## config.mk

```make
export PLATFORM = sky130hd
export DESIGN_NAME = fifo_wr_arbiter
export DESIGN_NICKNAME = d
export VERILOG_FILES = /design/src/rtl/fifo_wr_arbiter.sv
export SDC_FILE = /design/constraint.sdc
export NUM_CORES = 1
export LEC_CHECK = 0
export CAP_MARGIN = 10
export CORE_MARGIN = 2
export CORE_UTILIZATION = 37
export DETAILED_ROUTE_END_ITERATION = 12
export PLACE_DENSITY = 0.8
export REMOVE_ABC_BUFFERS = 1
export SYNTH_ARGS = -nofsm -noshare
export SYNTH_HDL_FRONTEND = slang
export SYNTH_SLANG_ARGS = --single-unit
```

## constraint.sdc

```tcl
create_clock -name wclk -period 2.1 [get_ports wclk]
set_input_delay 0.21 -clock wclk [delete_from_list [all_inputs] [get_ports wclk]]
set_output_delay 0.21 -clock wclk [all_outputs]
set_load 0.01 [all_outputs]
```

## src/rtl/fifo_wr_arbiter.sv

```systemverilog
// Round-robin, burst-atomic arbiter sharing one async-FIFO write port among N requesters (wclk domain).
// Optional per-requester transfer counters are enabled by defining FIFO_WR_ARB_STATS_EN.
module fifo_wr_arbiter #(
  parameter int N         = 4,
  parameter int WIDTH     = 8,
  parameter int MAX_BURST = 8
) (
  input  logic                 wclk,
  input  logic                 arst_n,
  input  logic [N-1:0]         req_valid,
  input  logic [N*WIDTH-1:0]   req_data,
  input  logic [N-1:0]         req_last,
  output logic [N-1:0]         req_ready,
  input  logic                 w_full,
  output logic                 w_en,
  output logic [WIDTH-1:0]     data_in,
  output logic [N-1:0]         grant,
  output logic                 busy
`ifdef FIFO_WR_ARB_STATS_EN
  ,
  input  logic                 stat_clr,
  output logic [N*16-1:0]      stat_words
`endif
);
  localparam int PW = $clog2(N);
  localparam int CW = $clog2(MAX_BURST) + 1;

  typedef enum logic {IDLE, GRANT} state_e;

  state_e                     state_q;
  logic [N-1:0]               grant_q;
  logic [PW-1:0]              ptr_q;
  logic [CW-1:0]              cnt_q;
  logic [N-1:0][WIDTH-1:0]    req_data_v;
  logic [PW-1:0]              win_idx, cand;
  logic                       win_found, xfer, burst_end;

  assign req_data_v = req_data;

  // Search starts one past the last owner so the previous winner has lowest priority.
  always_comb begin
    win_found = 1'b0;
    win_idx   = '0;
    cand      = '0;
    for (int i = 1; i <= N; i++) begin
      cand = PW'((int'(ptr_q) + i) % N);
      if (!win_found && req_valid[cand]) begin
        win_found = 1'b1;
        win_idx   = cand;
      end
    end
  end

  assign busy      = (state_q == GRANT);
  assign grant     = grant_q;
  assign xfer      = busy & req_valid[ptr_q] & ~w_full;
  assign w_en      = xfer;
  assign req_ready = {N{xfer}} & grant_q;
  assign data_in   = busy ? req_data_v[ptr_q] : '0;
  assign burst_end = req_last[ptr_q] | (cnt_q == CW'(MAX_BURST - 1));

  always_ff @(posedge wclk or negedge arst_n) begin
    if (!arst_n) begin
      state_q <= IDLE;
      grant_q <= '0;
      cnt_q   <= '0;
      ptr_q   <= PW'(N - 1);
    end else begin
      case (state_q)
        IDLE: begin
          if (win_found) begin
            state_q <= GRANT;
            grant_q <= N'(1) << win_idx;
            ptr_q   <= win_idx;
            cnt_q   <= '0;
          end
        end
        GRANT: begin
          // Grant is held through valid gaps and full stalls; only a transfer can end a burst.
          if (xfer) begin
            if (burst_end) begin
              state_q <= IDLE;
              grant_q <= '0;
              cnt_q   <= '0;
            end else begin
              cnt_q <= cnt_q + 1'b1;
            end
          end
        end
        default: begin
          state_q <= IDLE;
          grant_q <= '0;
          cnt_q   <= '0;
        end
      endcase
    end
  end

`ifdef FIFO_WR_ARB_STATS_EN
  logic [N-1:0][15:0] stat_q, stat_d;

  // Clear wins over a same-cycle increment; counters stick at 0xFFFF.
  always_comb begin
    stat_d = stat_q;
    for (int k = 0; k < N; k++) begin
      if (stat_clr)
        stat_d[k] = '0;
      else if (xfer && grant_q[k] && stat_q[k] != 16'hFFFF)
        stat_d[k] = stat_q[k] + 16'd1;
    end
  end

  always_ff @(posedge wclk or negedge arst_n) begin
    if (!arst_n) stat_q <= '0;
    else         stat_q <= stat_d;
  end

  assign stat_words = stat_q;
`endif

endmodule

```

### After elaboration in Yosys (flattened, before gate mapping)

Cells that the tools add are included.

* shift operators: 1
* mux-type cells: 35
* bitwise operators: 6
* $add $sub $neg: 5
* div/mod/pow operators: 0
* reduce and logical (&&, ||, !) cells: 9
* multipliers: 0
* magnitude comparators: 5
* eq/ne operators: 4

Operator list (count)
* 4-bit 2-to-1 mux: 6
* 8-bit binary-select mux with 2-bit select: 1
* 8-bit 2-to-1 mux: 2
* 4-bit one-hot mux with 2 select lines: 2
* 2-bit by 3-bit < comparator with 1-bit output, second input constant: 5
* 1-bit 2-to-1 mux: 13
* 1-bit binary-select mux with 2-bit select: 6
* 2-bit 2-to-1 mux: 4
* 2-bit by 1-bit adder with 2-bit output, second input constant: 2
* 2-bit adder, second input constant: 2
* 4-bit by 1-bit adder with 4-bit output, second input constant: 1
* 4-bit bitwise AND: 1
* 4-bit by 3-bit equality test with 1-bit output, second input constant: 1
* 2-bit by 1-bit inequality test with 1-bit output, second input constant: 2
* 2-bit AND reduction: 2
* 1-bit by 2-bit left shift with 4-bit output, first input constant: 1
* 1-bit logical AND: 3
* 1-bit zero test: 3
* 3-bit AND reduction: 1
* 1-bit bitwise AND: 2
* 2-bit inequality test, second input constant: 1
* 1-bit inverter: 2
* 1-bit one-hot mux with 2 select lines: 1
* 1-bit OR: 1

* word-level logic and storage cells: 69
* RAM bits: 0
* memories kept: 0
* bits in latches: 0
* bits in registers: 11
* ROM bits: 0

### Longest topological paths before layout

* depth after elaboration: 16
* mapped depth: 5
* mapped depth without buffers: 5

### Worst setup path after synthesis

OpenSTA, ideal clock, no wires.

* path type: flip-flop to output port
* start point: register ptr_q[1]
* end point: output port req_ready[0]
* slack: 0.428 ns
* arrival time: 1.462 ns
* cell stages (with the launch flop): 5
* required time: 1.890 ns
* path through: dfstp_2 -> buf_6 -> mux2_2 -> a22o_2 -> and3_1

* cells in the longest elaborated chain, start to end: 5

RTL lines
* from (decl): RTL line 32 `logic [PW-1:0] ptr_q;`
* from (signal assigned): RTL line 67 `ptr_q <= PW'(N - 1);`
* from (signal assigned): RTL line 74 `ptr_q <= win_idx;`
* 1-bit binary-select mux with 2-bit select: RTL line 56 `assign xfer = busy & req_valid[ptr_q] & ~w_full;`
* 1-bit 2-to-1 mux (not written as such): RTL line 56
* 1-bit bitwise AND (2 in a row): RTL line 56
* 4-bit bitwise AND: RTL line 58 `assign req_ready = {N{xfer}} & grant_q;`
* to (decl): RTL line 13 `output logic [N-1:0] req_ready,`

No other way between the ends. The select of a mux whose other input is x is not followed.

### Worst setup path in the final report

* start point: register ptr_q[0]
* end point: output port data_in[0]

* cells in the longest elaborated chain, start to end: 3

RTL lines
* 8-bit binary-select mux with 2-bit select: RTL line 59 `assign data_in = busy ? req_data_v[ptr_q] : '0;`
* 8-bit 2-to-1 mux (not written as such): RTL line 59
* 8-bit 2-to-1 mux: RTL line 59
* to (decl): RTL line 16 `output logic [WIDTH-1:0] data_in,`

No other way between the ends. The select of a mux whose other input is x is not followed.

==> impl_metrics.csv <==
group,metric,value,unit
worst_setup_path,crit_chain,"buf_4, mux4_2, and2_1, buf_2",
cells_and_area,most-common-layout-cells,"clkdlybuf4s50_1 (47), buf_4 (12), mux4_2 (9), dfrtp_1 (9), and2_1 (8)",
min_path,hp-class,"in -> async",
worst_setup_path,end_kind,"primary output",
floorplanning,die_area,0.00318,sq mm
power_and_ir_drop,ir_worst_vdd,980,uV
run_status,status,"completed",
timing,post-route-period-util,0.981,
cells_and_area,finalCoreUtilization,0.689,
placement,numPortBuffers,60,
cts,insertion_delay,0.27,ns
worst_setup_path,required,1.89,ns
yosys,postSynth.asyncResetShare,1.00,
yosys,synth_xor_area_frac,0,
drt,wirelength,3270,um
floorplanning,die-width,56.4,um
worst_setup_path,cp.depth,4,
yosys,synth_top_family_by_area,"multiplexers",
drt,vias,1089,
worst_setup_path,cp.buffers_inverters,2,
worst_setup_path,arrival,1.85,ns
power_and_ir_drop,totalPowerFinal,2.01,mW
placement,dp_slack,-0.0679,ns
cts,cts_tree,"built",
run,drv_cap,0,
yosys,synth_edf_count,0,
cts,cts_root_buf,"clkbuf_4",
yosys,synth_seq_area_share,0.274,
timing,max_freq,486,MHz
yosys,synthSimpleGateAreaFrac,0.175,
yosys,yosys_register_bits,11,
floorplanning,coreArea,0.00254,sq mm
yosys,synth_fa_ha_area_frac,0.0123,
power_and_ir_drop,leakagePower,0.753,nW
timing,finalMaxSlewViolations,0,
yosys,yosys_most_used_dff,"dfrtp_1",
cts,clock_path_buffers,2,
floorplanning,die_h,56.4,um
global_routing,grt_max_degree,22,
yosys,synthMuxAreaShare,0.269,
global_routing,grt-ovfl-total,0,
worst_setup_path,worst-setup-path-type,"reg -> out",
worst_setup_path,cp_slowest_stage_delay,0.66,ns
floorplanning,row_count,18,
worst_setup_path,reg2regPathDepth,6,
timing,hold_viol,0,
timing,final-setup-viol-count,0,
drt,drc,0,
yosys,yosys_warnings,0,
worst_setup_path,cp_slowest_cell,"dfstp_4",
placement,routabilityCongestion,0.882,
placement,dp_cells,188,
cts,ctsHoldBuffers,0,
worst_setup_path,r2r-start,"ptr_q[0]",
yosys,synth_cell_types,41,
cts,cts-buffers-inserted,3,
drt,via_per_inst,5.53,
power_and_ir_drop,p_per_area,1150,mW/mm^2
yosys,synth_cells,93,
placement,hpwl,2610,um
worst_setup_path,critPathLaunchType,"flip-flop",
timing,finClkSkew,0.00144,ns
global_routing,grt_usage,0.223,
drt,drtIter0Drc,35,
global_routing,grt_pass1_wl,5520,um
yosys,synth-compound-area-share,0.224,
drt,ant_nets,0,
timing,fin_ws,0.0409,ns
cells_and_area,fin_nets,212,
global_routing,grt_pass1_vias,1120,
cells_and_area,filler_cell_count,203,
cells_and_area,drive_gt1_frac,0.317,
worst_setup_path,worstPathMaxFanout,4,
yosys,avgSynthCellArea,10.9,sq um
timing,rsz0062_at_grt,"false",
yosys,netlist_area,0.00101,sq mm
cts,h-tree-depth,1,
floorplanning,start_util,0.399,
drt,wl_per_cell,16.6,um
drt,drt-pass1-iter-count,4,
worst_setup_path,reg2reg_setup_slack,0.07,ns
cts,clock-sinks,11,
timing,period_minus_slack,2.06,ns
timing,holdWs,0.277,ns
cells_and_area,final_cell_count_no_fill,197,
worst_setup_path,crit_family,"flip-flops",
cells_and_area,antenna_cells,0,
floorplanning,boundaryPins,61,
timing,worst_slew_pin_slew,0.674,ns
global_routing,antenna_found_initial,0,
timing,max_slew_margin,0.549,
cts,path_clk_slew,0.08,ns
cells_and_area,mostFrequentLayoutCell,"clkdlybuf4s50_1",
worst_setup_path,r2r-end,"grant[0]",
cells_and_area,syn2layout_area_growth,72.7,%
==> synthesized netlist by cell type, types with 2 or more instances <==
cell type | number | area share
dfrtp_1 | 9 | 0.22
mux4_2 | 9 | 0.20
and2_1 | 8 | 0.049
nor2_1 | 5 | 0.018
a21oi_1 | 4 | 0.020
a32o_2 | 4 | 0.044
and3_1 | 4 | 0.025
inv_1 | 4 | 0.015
mux2_2 | 4 | 0.044
nand2b_1 | 3 | 0.018
nand3_1 | 3 | 0.015
o22ai_1 | 3 | 0.018
clkbuf_1 | 2 | 0.0074
dfstp_2 | 2 | 0.052
nand2_1 | 2 | 0.0074
o211ai_1 | 2 | 0.015
==> logic make-up after synthesis <==
kind of cell,count (synthesis)
simple gates,31
compound gates,26
mux,15
flops,11
buf+inv,9
fa+ha+maj,1
==> registers in the layout, summed over array words and instances, names as in the netlist <==
register and cells:
cnt_q 4, ptr_q 2, grant 4, busy 1
==> worst max path at each step <==
| stage | slack [ns] | end | startpoint |
|---|---|---|---|
| final | 0.04 | data_in[0] | ptr_q[0] |
| after global routing | 0.002 | data_in[7] | ptr_q[0] |
| after CTS | -0.002 | data_in[2] | ptr_q[0] |
| after detailed placement | -0.07 | data_in[7] | ptr_q[0] |
| after global placement | -0.006 | data_in[4] | ptr_q[0] |
| after floorplan | 0.27 | grant[0] | ptr_q[0] |
==> final cells by class <==
class,count,area (sq um),share of cell area
Multi-Input combinational cell,73,704,0.402
Timing Repair Buffer,75,688,0.393
Sequential cell,11,282,0.161
Tap cell,30,37.5,0.0214
Clock buffer,4,26.3,0.0150
Inverter,4,15.0,0.00857
==> report_power, final <==
part / switching, mW / internal [mW]
Sequential: 0.120 / 0.318
Combinational: 0.578 / 0.844
Clock: 0.0768 / 0.0735
Total: 0.775 / 1.24
==> metrics by stage <==
| step | instance area (sq um) | setup TNS (ns) |
|---|---|---|
| 2_1_floorplan | 983 | 0 |
| 3_3_place_gp | 1700 | -0.0131 |
| 3_5_place_dp | 1700 | -0.305 |
| 4_1_cts | 1760 | -0.00162 |
| 5_1_grt | 1750 | 0 |
| 6_report | 1750 | 0 |
==> timing repair <==
action | CTS | global route
setup buffers | 5 | 0
resized for setup | 45 | 4
pin swaps | 1 | 2
endpoints found under the setup margin | 13 | 8
==> routing by layer <==
layer | track usage | part of all wire | vias to the layer above
li1 | - | - | 515
met1 | 0.251 | 0.37 | 529
met2 | 0.425 | 0.57 | 37
met3 | 0.0392 | 0.044 | 8
met4 | 0.0612 | 0.016 | 0
met5 | 0 | 0 | -
No activity file was read; power rests on OpenSTA's default activity.
==> RTL change 1, RTL diff (same settings) <==
Add a define of `FIFO_WR_ARB_STATS_EN`.
--- a/src/rtl/fifo_wr_arbiter.sv
+++ b/src/rtl/fifo_wr_arbiter.sv
@@ -1,5 +1,7 @@
 // Round-robin, burst-atomic arbiter sharing one async-FIFO write port among N requesters (wclk domain).
 // Optional per-requester transfer counters are enabled by defining FIFO_WR_ARB_STATS_EN.
+`define FIFO_WR_ARB_STATS_EN
+
 module fifo_wr_arbiter #(
   parameter int N         = 4,
   parameter int WIDTH     = 8,
Interface: changed (added stat_clr and stat_words); port bits go from 61 to 126. No check against the original RTL was run, so the function may have changed too.
==> RTL change 1 against the unedited design <==
  * Sequential cell count is 64 higher
  * Area after synthesis grew to 4.5 times the old value
  * Worst setup slack worse by 0.024 ns
  * Routed wire length grew to 3.8 times the old value
  * Power grew to 2.6 times the old value
  * Fmax is 1.1% lower
  * Cell area grew to 3.8 times the old value
  * Register-to-register slack hardly changed
  * Largest cell class unchanged
==> RTL change 1: results <==
[final_layout]
drive_gt1_share_pct = 19.0
finalNetCount = 678
nFillCells = 1017

[global_route]
grt-busiest-layer = met2
grt_use_met2_pct = 31.2
grt_use_met3_pct = 4.50
grt_max_degree = 46
grt_pass1_vias = 4072
use_met1_pct = 23.0
grt_pass1_wl_um = 19300
grt_usage_pct = 18.2

[routing]
routedWlPerCell_um = 15.8
first_pass_iters = 4
wl_met2_um = 6010
m1WireLength_um = 5440
met3_length_um = 748
dr.first_iter.drc_count = 151
routed-via-count = 4246

[sta]
slew_headroom_pct = 70.7
skew_ns = 0.00413
hold_slack_ns = 0.276

[worst_setup_path]
reg2reg_from = ptr_q[0]$_DFFE_PN1P_
r2r-end = stat_words[40]$_DFFE_PN0P_
crit_slowest_cell = dfstp_2
slowest_delay_ns = 0.55
worstPathMaxFanout = 6
r2r_cells = 9
crit_arrival_ns = 1.87

[yosys]
ys_top_cells_by_area = dfrtp_1 (40%), xor2_1 (5.0%), nor2_1 (4.9%), mux4_2 (4.0%), xnor2_1 (3.1%)
ys_types = 63
synthTopCellsByCount = dfrtp_1 (73), nor2_1 (59), nand2_1 (34)
synth_seq_area_share_pct = 41.5
yosysWarnings = 0

[hold_path]
worstHoldStart = stat_clr
hp-class = in -> reg
hold_path_end = stat_words[1]$_DFFE_PN0P_

[placed_design]
dpl_cell_area_sq_mm = 0.00615
io_buffers = 125
gp_congestion = 0.866
dp_slack_ns = -0.184
dpl.hpwl_um = 8810

[power]
p_leak_nw = 2.73
irDropWorstVdd_mv = 0.398
p_switching_mw = 1.55

[clock_network]
cts-root-buf = clkbuf_16
h-tree-depth = 3
clk_pin_slew_ns = 0.05
cts_buffers = 9
clk_latency_ns = 0.33

[outcome]
status = completed
[RTL change 1: cell types whose count changed in the layout (fill, tap and decap cells not counted), moves of 9 or more]
cell | before | now
clkbuf_16 | 0 | 9
dfrtp_1 | 9 | 73
xor2_1 | 0 | 26
nand4_1 | 1 | 15
clkdlybuf4s50_1 | 47 | 110
buf_6 | 2 | 14
nor2_1 | 5 | 59
and4_1 | 0 | 12
a21oi_1 | 4 | 13
nand2_1 | 2 | 34
xnor2_1 | 0 | 15
nand3_1 | 3 | 25
o21ai_0 | 1 | 13
buf_4 | 12 | 36
[RTL change 1: timing repair]
action / CTS / global route
cloned: 0 / 1
resized for setup: 50 / 31
hold endpoints to repair: 30 / 0
endpoints found under the setup margin: 32 / 33
hold buffers: 1 / 0
pin swaps: 8 / 17
buffers inserted: 14 / 1
[RTL change 1: cell families (layout without fill, tap and decap cells)]
| family | count (synthesis) | after routing | share of synthesized area (%) |
|---|---|---|---|
| adders and majority gates | 5 | 5 | 1.38 |
| AOI/OAI and AO/OA | 83 | 83 | 13.4 |
| and+or+nand+nor | 207 | 207 | 25.4 |
| muxes | 19 | 19 | 6.87 |
| DFF | 75 | 75 | 41.5 |
| xor gates and xnor gates | 42 | 42 | 8.12 |
| buffers and inverters | 32 | 202 | 3.37 |
[RTL change 1: cell type report]
cell class,instances,share of cell area [%]
inverter,11,0.615
tap,147,2.74
clock inverter,2,0.149
clock buffer,13,4.03
multi-input combinational,356,39.2
sequential,75,28.0
timing repair buffer,176,25.3
[RTL change 1: critical path, delay by kind of cell, from the launching register on]
family,cells,cell delay [ns]
buffers and inverters,3,0.34
DFF,1,0.55
muxes,1,0.48
and+or+nand+nor,1,0.17
[RTL change 1: per-stage QoR]
stage / utilization (%) / instances
2_1_floorplan: - / 442
3_3_place_gp: 51.4 / 749
3_5_place_dp: 51.4 / 749
4_1_cts: 55.1 / 778
5_1_grt: 56.1 / 780
6_report: 56.1 / 780
[RTL change 1: how the worst max path moves through the flow]
stage	end	from	slack [ns]
after CTS	stat_words[45]$_DFFE_PN0P_	ptr_q[0]$_DFFE_PN1P_	0.0001
after floorplan	stat_words[39]$_DFFE_PN0P_	stat_words[32]$_DFFE_PN0P_	-0.36
after detailed placement	req_ready[0]	req_valid[0]	-0.18
after global routing	data_in[7]	ptr_q[0]$_DFFE_PN1P_	-0.06
final	data_in[7]	ptr_q[0]$_DFFE_PN1P_	0.02
after global placement	req_ready[0]	w_full	-0.14
[RTL change 1: power by group through the flow]
stage                     Clock (mW)  Sequential [mW]  Combinational, mW
after CTS                       1.48             1.68               1.81
after global placement             0             1.69               1.63
after global routing            1.54             1.70               2.16
after floorplan                    0             1.80              0.683
final                           1.45             1.68               2.00
after detailed placement           0             1.70               1.66
==> RTL change 2, RTL diff (config.mk and constraints unchanged) <==
Made on the original files. One comparison of `cnt_q` changes from == to >=.
--- a/src/rtl/fifo_wr_arbiter.sv
+++ b/src/rtl/fifo_wr_arbiter.sv
@@ -57,7 +57,7 @@
   assign w_en      = xfer;
   assign req_ready = {N{xfer}} & grant_q;
   assign data_in   = busy ? req_data_v[ptr_q] : '0;
-  assign burst_end = req_last[ptr_q] | (cnt_q == CW'(MAX_BURST - 1));
+  assign burst_end = req_last[ptr_q] | (cnt_q >= CW'(MAX_BURST - 1));
 
   always_ff @(posedge wclk or negedge arst_n) begin
     if (!arst_n) begin
Check against the original RTL: no difference found for any inputs over 4 cycles, from zero or initial values and one cycle with arst_n low; that may be too few to reach the edited logic, so the function may still have changed.
==> RTL change 2 against the unedited design <==
  * Power fell by 19%
  * Fmax is 1.2% lower
  * Core utilization decreased by 2.3 points
  * Area after synthesis is 9.7% lower
  * Sequential cell count unchanged
  * Cell count fell by 5.1%
  * Cell area is 8.4% lower
  * Routed wire length shrank 12%
  * Sequential power fell by 16%
  * Non-clock buffer count is 2 lower
  * Synthesized cell count decreased by 7.5%
  * Largest cell class is now buffers
  * Worst setup slack got worse by 0.025 ns
==> RTL change 2: results <==
[global_route]
use_met1_pct = 26.3
grt_usage_pct = 23.1
grt_use_met3_pct = 4.72
grt_pass1_wl_um = 4730
grt_pass1_vias = 1057
grt_use_met2_pct = 42.1
grt_max_degree = 19

[outcome]
status = completed

[final_layout]
multi_input_area_sq_um = 591
area.share.sequential_pct = 17.3
drive_gt1_share_pct = 29.3
clock_cell_area_share_pct = 1.64
buffers = 73
multi_input_cells = 63
nFillCells = 193
inverters = 6
buf_share_pct = 40.5
area_growth_pct = 75.3
finalNetCount = 202
stdcell_count = 187
seq_cells = 11

[sta]
period_share_pct = 99.2
slew_headroom_pct = 68.0
setup_tns_ns = 0
hold_slack_ns = 0.256
skew_ns = 0.00414

[yosys]
synth-compound-area-share_pct = 16.3
synthArstFlopShare_pct = 100
muxShareOfSynthArea_pct = 27.2
ys_types = 32
synth_seq_area_share_pct = 30.3
synth_flop_cell = dfrtp_1
syn_inst = 86
syn_area_per_cell_sq_um = 10.6
synthAdderAreaFrac_pct = 1.37

[power]
powerDensity_mw_per_mm2 = 1020
seqPwrFrac_pct = 22.6
p_switching_mw = 0.635
irDropWorstVdd_mv = 0.737
pg_clk_mw = 0.146
p_leak_nw = 0.685

[worst_setup_path]
crit_slowest_cell = dfstp_2
r2r_slack_ns = 0.11
crit_arrival_ns = 1.87
worstPathMaxFanout = 6
crit_path_end = w_en
slowest_delay_ns = 0.59

[routing]
routed-via-count = 1003
met3_length_um = 158
m1WireLength_um = 1150
routed_wl_um = 2890
dr.first_iter.drc_count = 14
wl_met2_um = 1530

[placed_design]
dpl_cell_area_sq_mm = 0.00161
gp_congestion = 0.823
dpl.hpwl_um = 2450
dp_slack_ns = -0.117

[clock_network]
clk_pin_slew_ns = 0.07
cts_buffer_depth = 2
## RTL change 2: cell types whose count changed after synthesis, moves of 2 or more
cell,delta
a32o_2,-4
and2_1,+4
mux2_2,-4
o32ai_1,+4
and3_1,-3
a21o_1,+2
inv_1,+2
nand3_1,-2
nor3_1,+2
o22ai_1,-2
## RTL change 2: what timing repair did
item / 4_1_cts / 5_1_grt
setup buffers: 1 / 0
endpoints found under the setup margin: 13 / 18
pin swaps: 1 / 1
cloned: 0 / 0
gates resized for setup: 43 / 11
## RTL change 2: kinds of logic after synthesis
logic type / after synthesis
AO/OA/AOI/OAI: 20
adder cells (fa/ha/maj): 1
buffers and inverters: 12
flip-flops: 11
multiplexers: 12
AND/OR/NAND/NOR: 30
## RTL change 2: worst reg2reg max path, cell delays in order (launching register included)
cell,delay [ns]
dfstp_2,0.59
buf_6,0.14
buf_4,0.12
mux4_2,0.53
o211ai_1,0.21
a21oi_2,0.13
o32ai_1,0.15
